## config.mk

```make
export PLATFORM = sky130hd
export DESIGN_NAME = isqrt_seq
export DESIGN_NICKNAME = d
export VERILOG_FILES = /design/src/rtl/isqrt_pkg.sv /design/src/rtl/isqrt_step.sv /design/src/rtl/isqrt_seq.sv
export SDC_FILE = /design/constraint.sdc
export NUM_CORES = 1
export LEC_CHECK = 0
export BUFFER_PORTS_ARGS = -buffer_cell sky130_fd_sc_hd__buf_2
export CAP_MARGIN = 20
export CORE_MARGIN = 2
export CORE_UTILIZATION = 55
export CTS_BUF_LIST = sky130_fd_sc_hd__clkbuf_16
export DETAILED_ROUTE_END_ITERATION = 8
export GPL_ROUTABILITY_DRIVEN = 0
export HOLD_SLACK_MARGIN = 0.1
export PLACE_DENSITY = 0.83
export SKIP_CTS_REPAIR_TIMING = 1
export SYNTH_ARGS = -nofsm -noshare
export SYNTH_HDL_FRONTEND = slang
export SYNTH_SLANG_ARGS = --single-unit
```

## constraint.sdc

```tcl
create_clock -name clk -period 2.15 [get_ports clk]
set_input_delay 0.645 -clock clk [delete_from_list [all_inputs] [get_ports clk]]
set_output_delay 0.645 -clock clk [all_outputs]
set_load 0.02 [all_outputs]
```

## src/rtl/isqrt_pkg.sv

```systemverilog
`default_nettype none
// ============================================================================
//  Module      : isqrt_pkg
//  Description : Shared types and sizing helpers for the sequential integer
//                square-root unit (state encoding, root and counter widths).
//  Revision    : 1.0 - initial release
// ============================================================================
package isqrt_pkg;

    // Controller states with a fixed 2-bit encoding
    typedef enum logic [1:0] {
        ST_IDLE = 2'd0,
        ST_RUN  = 2'd1,
        ST_DONE = 2'd2
    } state_t;

    // Root width and iteration count for a given radicand width
    function automatic int root_width(input int width);
        return width / 2;
    endfunction

    // Iteration counter width: holds N-1, never narrower than one bit
    function automatic int cnt_width(input int n);
        return (n <= 2) ? 1 : $clog2(n);
    endfunction

endpackage
`default_nettype wire

```

## src/rtl/isqrt_step.sv

```systemverilog
`default_nettype none
// ============================================================================
//  Module      : isqrt_step
//  Description : One purely combinational restoring square-root iteration.
//                Tries to append a '1' root bit by subtracting {root,01}
//                from {rem,bits}; keeps the shifted remainder on underflow.
//  Revision    : 1.0 - initial release
// ============================================================================
module isqrt_step #(
    parameter int N = 4
) (
    input  logic [N+1:0] rem_in,
    input  logic [N-1:0] root_in,
    input  logic [1:0]   bits,
    output logic [N+1:0] rem_out,
    output logic [N-1:0] root_out
);

    logic [N+2:0] w_trial;
    logic [N+2:0] w_sub;
    logic [N+2:0] w_diff;
    logic         w_ge;
    logic         w_unused_rem_msb;

    // The working remainder never exceeds N+1 significant bits, so its MSB
    // can be dropped and the trial subtraction done in N+3 signed bits.
    assign w_unused_rem_msb = rem_in[N+1];

    // Trial subtraction and restore/accept selection
    always_comb begin
        w_trial = {rem_in[N:0], bits};
        w_sub   = {1'b0, root_in, 2'b01};
        w_diff  = w_trial - w_sub;
        w_ge    = ~w_diff[N+2];
        if (w_ge) begin
            rem_out  = w_diff[N+1:0];
            root_out = {root_in[N-2:0], 1'b1};
        end else begin
            rem_out  = w_trial[N+1:0];
            root_out = {root_in[N-2:0], 1'b0};
        end
    end

endmodule
`default_nettype wire

```

## src/rtl/isqrt_seq.sv

```systemverilog
`default_nettype none
// ============================================================================
//  Module      : isqrt_seq
//  Description : Self-sequenced integer square root, one root bit per cycle,
//                with start/ready/done handshake. root = floor(sqrt(In)),
//                rem = In - root^2. All outputs are registered.
//                Optional feature macro: ISQRT_REMAINDER_EN (rem port).
//                WIDTH must be even and at least 4.
//  Revision    : 1.0 - initial release
// ============================================================================
module isqrt_seq
    import isqrt_pkg::*;
#(
    parameter int WIDTH = 8
) (
    input  logic               clk,
    input  logic               clear,
    input  logic               start,
    input  logic [WIDTH-1:0]   In,
    output logic               ready,
    output logic               done,
    output logic [WIDTH/2-1:0] root
`ifdef ISQRT_REMAINDER_EN
    ,
    output logic [WIDTH/2:0]   rem
`endif
);

    localparam int c_N  = root_width(WIDTH);
    localparam int c_CW = cnt_width(c_N);

    state_t          r_state;
    state_t          w_state_nxt;
    logic            w_accept;
    logic            w_last;

    logic [WIDTH-1:0] r_rad;
    logic [c_N+1:0]   r_work_rem;
    logic [c_N-1:0]   r_work_root;
    logic [c_CW-1:0]  r_cnt;
    logic [c_N+1:0]   w_rem_nxt;
    logic [c_N-1:0]   w_root_nxt;

    logic             r_ready;
    logic             r_done;
    logic [c_N-1:0]   r_root;

    // Single iteration datapath, fed by the top two radicand bits
    isqrt_step #(
        .N (c_N)
    ) u_step (
        .rem_in   (r_work_rem),
        .root_in  (r_work_root),
        .bits     (r_rad[WIDTH-1:WIDTH-2]),
        .rem_out  (w_rem_nxt),
        .root_out (w_root_nxt)
    );

    // State register
    always_ff @(posedge clk) begin
        if (clear) begin
            r_state <= ST_IDLE;
        end else begin
            r_state <= w_state_nxt;
        end
    end

    // Next-state logic; acceptance only from IDLE, finish when counter hits 0
    always_comb begin
        w_state_nxt = r_state;
        w_accept    = 1'b0;
        w_last      = 1'b0;
        case (r_state)
            ST_IDLE: begin
                if (start) begin
                    w_accept    = 1'b1;
                    w_state_nxt = ST_RUN;
                end
            end
            ST_RUN: begin
                if (r_cnt == '0) begin
                    w_last      = 1'b1;
                    w_state_nxt = ST_DONE;
                end
            end
            ST_DONE: begin
                w_state_nxt = ST_IDLE;
            end
            default: begin
                w_state_nxt = ST_IDLE;
            end
        endcase
    end

    // Working registers: load on acceptance, iterate every RUN cycle
    always_ff @(posedge clk) begin
        if (clear) begin
            r_rad       <= '0;
            r_work_rem  <= '0;
            r_work_root <= '0;
            r_cnt       <= '0;
        end else if (w_accept) begin
            r_rad       <= In;
            r_work_rem  <= '0;
            r_work_root <= '0;
            r_cnt       <= c_CW'(c_N - 1);
        end else if (r_state == ST_RUN) begin
            r_rad       <= {r_rad[WIDTH-3:0], 2'b00};
            r_work_rem  <= w_rem_nxt;
            r_work_root <= w_root_nxt;
            if (r_cnt != '0) begin
                r_cnt <= r_cnt - c_CW'(1);
            end
        end
    end

    // Handshake flags registered from the next state so outputs stay glitch-free
    always_ff @(posedge clk) begin
        if (clear) begin
            r_ready <= 1'b1;
            r_done  <= 1'b0;
        end else begin
            r_ready <= (w_state_nxt == ST_IDLE);
            r_done  <= (w_state_nxt == ST_DONE);
        end
    end

    // Result root register, updated only on the final iteration
    always_ff @(posedge clk) begin
        if (clear) begin
            r_root <= '0;
        end else if (w_last) begin
            r_root <= w_root_nxt;
        end
    end

    assign ready = r_ready;
    assign done  = r_done;
    assign root  = r_root;

`ifdef ISQRT_REMAINDER_EN
    logic [c_N:0] r_rem;

    // Result remainder register; the final remainder always fits N+1 bits
    always_ff @(posedge clk) begin
        if (clear) begin
            r_rem <= '0;
        end else if (w_last) begin
            r_rem <= w_rem_nxt[c_N:0];
        end
    end

    assign rem = r_rem;
`endif

endmodule
`default_nettype wire

```

==> out/summary.json <==
{
  "layout.filler_cells": {"value": 182},
  "netlist.top_cell.by_area": {"value": "sky130_fd_sc_hd__dfxtp_1"},
  "area.growth.synth_to_final": {"value": 14.5, "unit": "%"},
  "critPathBufInv": {"value": 1},
  "worstSetupPathDepth": {"value": 7},
  "core_region_area": {"value": 2230, "unit": "um2"},
  "power-per-cell-area": {"value": 878, "unit": "nW/um2"},
  "insertedDiodeCount": {"value": 0},
  "grt_setup_unrepaired": {"value": "false"},
  "sequential_cell_area": {"value": 541, "unit": "um2"},
  "stdcell_count": {"value": 192},
  "post_drt_wl_per_cell": {"value": 14.9, "unit": "um"},
  "globalRoute.totalOverflow": {"value": 0},
  "synthCells": {"value": 146},
  "die-width": {"value": 52.8, "unit": "um"},
  "irDropWorstVdd": {"value": 0.000602, "unit": "V"},
  "cts-root-buf": {"value": "sky130_fd_sc_hd__clkbuf_16"},
  "timing.critical_path.to_type": {"value": "register"},
  "cp_slowest_cell": {"value": "sky130_fd_sc_hd__a211oi_4"},
  "cp_cell_sequence": {"value": "inv_1, ha_2, nand2b_4, a21o_1, a211oi_4, mux2i_1, a211oi_1"},
  "synth_seq_area_share": {"value": 0.413},
  "multiInputGateArea": {"value": 681, "unit": "um2"},
  "number_of_global_route_vias_before_repair": {"value": 1082},
  "status": {"value": "complete, no violations"},
  "clock_tree.buffer_depth": {"value": 2},
  "detail_route.vias_per_cell": {"value": 5.77},
  "relSlewSlack": {"value": 0.557},
  "antenna_found_initial": {"value": 0},
  "cts.sink_count": {"value": 27},
  "critPathMaxFanout": {"value": 8},
  "min_period": {"value": 1.99, "unit": "ns"},
  "f_max": {"value": 502, "unit": "MHz"},
  "placement_rows": {"value": 17},
  "dpl_cell_area": {"value": 1400, "unit": "um2"},
  "holdPathStages": {"value": 2},
  "p_leak": {"value": 0.000618, "unit": "uW"},
  "fp.dieH": {"value": 52.8, "unit": "um"},
  "worstRegToRegCells": {"value": 7},
  "route.vias.total": {"value": 1107},
  "max_slew.worst_pin.slew": {"value": 0.659, "unit": "ns"},
  "post_route_setup_tns": {"value": 0, "unit": "ns"},
  "timing.final.crit_share": {"value": 0.927},
  "yosys-top-cells-area": {"value": "sky130_fd_sc_hd__dfxtp_1 41%, sky130_fd_sc_hd__nor2_1 6.0%, sky130_fd_sc_hd__ha_1 5.7%"},
  "timing.critical_path.required": {"value": 2.33, "unit": "ns"},
  "ys.flop_type": {"value": "sky130_fd_sc_hd__dfxtp_1"},
  "setup_viol_count_final": {"value": 0},
  "detailedPlacementHpwl": {"value": 2.01, "unit": "mm"},
  "cts.htree.levels": {"value": 1},
  "max-cap-violations": {"value": 0},
  "final_slew_viol_count": {"value": 0},
  "grt_first_pass_wirelength": {"value": 4.86, "unit": "mm"},
  "place_inst": {"value": 188},
  "synthArstFlopShare": {"value": 0},
  "ys_ff_latch": {"value": 27},
  "post_synth_num_cell_types": {"value": 39},
  "detail_route.iter0.violations": {"value": 24},
  "worstSetupStartpointType": {"value": "register"},
  "holdCritPathClass": {"value": "register to register"},
  "post_route_cells_drive_above_1_share": {"value": 0.207},
  "synth.net_count": {"value": 163},
  "nNetsFinal": {"value": 182},
  "crit_arrival": {"value": 2.17, "unit": "ns"},
  "cp_top_family": {"value": "compound AO/OA/AOI/OAI gates"},
  "postLayoutSetupSlackWorst": {"value": 0.157, "unit": "ns"},
  "drt-pass1-iter-count": {"value": 4},
  "syn_area_per_cell": {"value": 8.96, "unit": "um2"},
  "io_pins": {"value": 17},
  "port_buffers": {"value": 16},
  "timing.critical_path.slowest_cell_delay": {"value": 0.44, "unit": "ns"},
  "synth.cell_area": {"value": 1310, "unit": "um2"},
  "cts-buffers-inserted": {"value": 3},
  "worstSkewPairLatency": {"value": 0.26, "unit": "ns"},
  "dieArea": {"value": 2780, "unit": "um2"},
  "initial_core_util": {"value": 0.585},
  "route.antenna.remaining_nets": {"value": 0},
  "detailedPlace.worstSlack": {"value": 0.0826, "unit": "ns"},
  "tritoncts": {"value": "done"},
  "synth.yosys.warnings": {"value": 0},
  "finalHoldViolations": {"value": 0},
  "clk_pin_slew": {"value": 0.06, "unit": "ns"},
  "global_route.usage.total": {"value": 0.242},
  "wirelength": {"value": 2.86, "unit": "mm"},
  "power_total": {"value": 1320, "unit": "uW"},
  "synth_enable_flop_cells": {"value": 0},
  "post-route-drc-count": {"value": 0},
  "final_design_area_no_fill": {"value": 1500, "unit": "um2"},
  "area_fraction_of_the_dominant_cell_type_after_synthesis": {"value": 0.413},
  "crit_type": {"value": "register to register"},
  "timing.clock.skew": {"value": 0.00359, "unit": "ns"},
  "grt_start_max_net_pins": {"value": 18}
}
[cell usage after synthesis, types with 2 or more instances]
library cell / n
sky130_fd_sc_hd__o21a_1: 2
sky130_fd_sc_hd__ha_1: 6
sky130_fd_sc_hd__xnor2_1: 3
sky130_fd_sc_hd__nor2b_1: 2
sky130_fd_sc_hd__a211oi_1: 3
sky130_fd_sc_hd__nor2_1: 21
sky130_fd_sc_hd__dfxtp_1: 27
sky130_fd_sc_hd__buf_6: 3
sky130_fd_sc_hd__a21oi_1: 8
sky130_fd_sc_hd__a221oi_1: 7
sky130_fd_sc_hd__a22oi_1: 2
sky130_fd_sc_hd__nand2_1: 13
sky130_fd_sc_hd__nor3b_1: 2
sky130_fd_sc_hd__mux2i_1: 3
sky130_fd_sc_hd__inv_1: 15
sky130_fd_sc_hd__o22ai_1: 6
[worst min-delay path, cell delays in order (launching register included)]
cell	delay, ns
sky130_fd_sc_hd__dfxtp_1	0.31
sky130_fd_sc_hd__nand2_1	0.06
sky130_fd_sc_hd__a21oi_1	0.05
[layout by cell type, fill, tap and decap left out, types with 5 or more instances in the layout]
master / count
sky130_fd_sc_hd__a21oi_1: 8
sky130_fd_sc_hd__buf_2: 16
sky130_fd_sc_hd__o22ai_1: 6
sky130_fd_sc_hd__dfxtp_1: 27
sky130_fd_sc_hd__nand2_1: 13
sky130_fd_sc_hd__inv_1: 16
sky130_fd_sc_hd__ha_1: 5
sky130_fd_sc_hd__a221oi_1: 7
sky130_fd_sc_hd__nor2_1: 21
[cells by family after synthesis]
kind of cell / count (synthesis) / synth area share
xor gates and xnor gates: 4 / 0.0268
and+or+nand+nor: 47 / 0.174
adders and majority gates: 6 / 0.0574
buffers and inverters: 21 / 0.0775
DFF: 27 / 0.413
AOI/OAI and AO/OA: 37 / 0.219
muxes: 4 / 0.0316
[state kept, by name, indices dropped and copies added (netlist names)]
signal	count
done	1
root	4
r_work_root	4
ready	1
r_cnt	2
r_work_rem	5
r_state	2
r_rad	8
[where the power goes]
group / internal [uW] / switching, uW / leakage (uW)
registers: 538 / 26.4 / 0.000221
clock network: 249 / 164 / 0.0000423
logic: 149 / 190 / 0.000354
[path summary, 6_finish.rpt]
kind                          startpoint                           to  slack, ns
max reg2reg  r_work_root[0]$_SDFFE_PP0P_   r_work_rem[2]$_SDFFE_PP0P_       0.16
min          r_work_root[0]$_SDFFE_PP0P_  r_work_root[1]$_SDFFE_PP0P_       0.47
min reg2reg  r_work_root[0]$_SDFFE_PP0P_  r_work_root[1]$_SDFFE_PP0P_       0.47
max          r_work_root[0]$_SDFFE_PP0P_   r_work_rem[2]$_SDFFE_PP0P_       0.16
[layout make-up]
| type | instances | area share |
|---|---|---|
| Clock inverter | 1 | 0.00251 |
| Sequential cell | 27 | 0.361 |
| Multi-Input combinational cell | 98 | 0.454 |
| Clock buffer | 3 | 0.0501 |
| Timing Repair Buffer | 19 | 0.0685 |
| Inverter | 16 | 0.0401 |
| Tap cell | 28 | 0.0234 |
[metrics by stage]
| stage | util | hold slack, ns |
|---|---|---|
| after floorplan | - | 0.430 |
| after global routing | 0.671 | 0.493 |
| after detailed placement | 0.629 | 0.463 |
| after global placement | 0.629 | 0.446 |
| after CTS | 0.664 | 0.475 |
| final | 0.671 | 0.469 |
[per-layer routing]
metal	GRT usage	wire [um]
met2	0.406	1430
met4	0.115	78
met5	0	0
met3	0.0429	99
met1	0.297	1250
No activity file was read; power rests on OpenSTA's default activity.
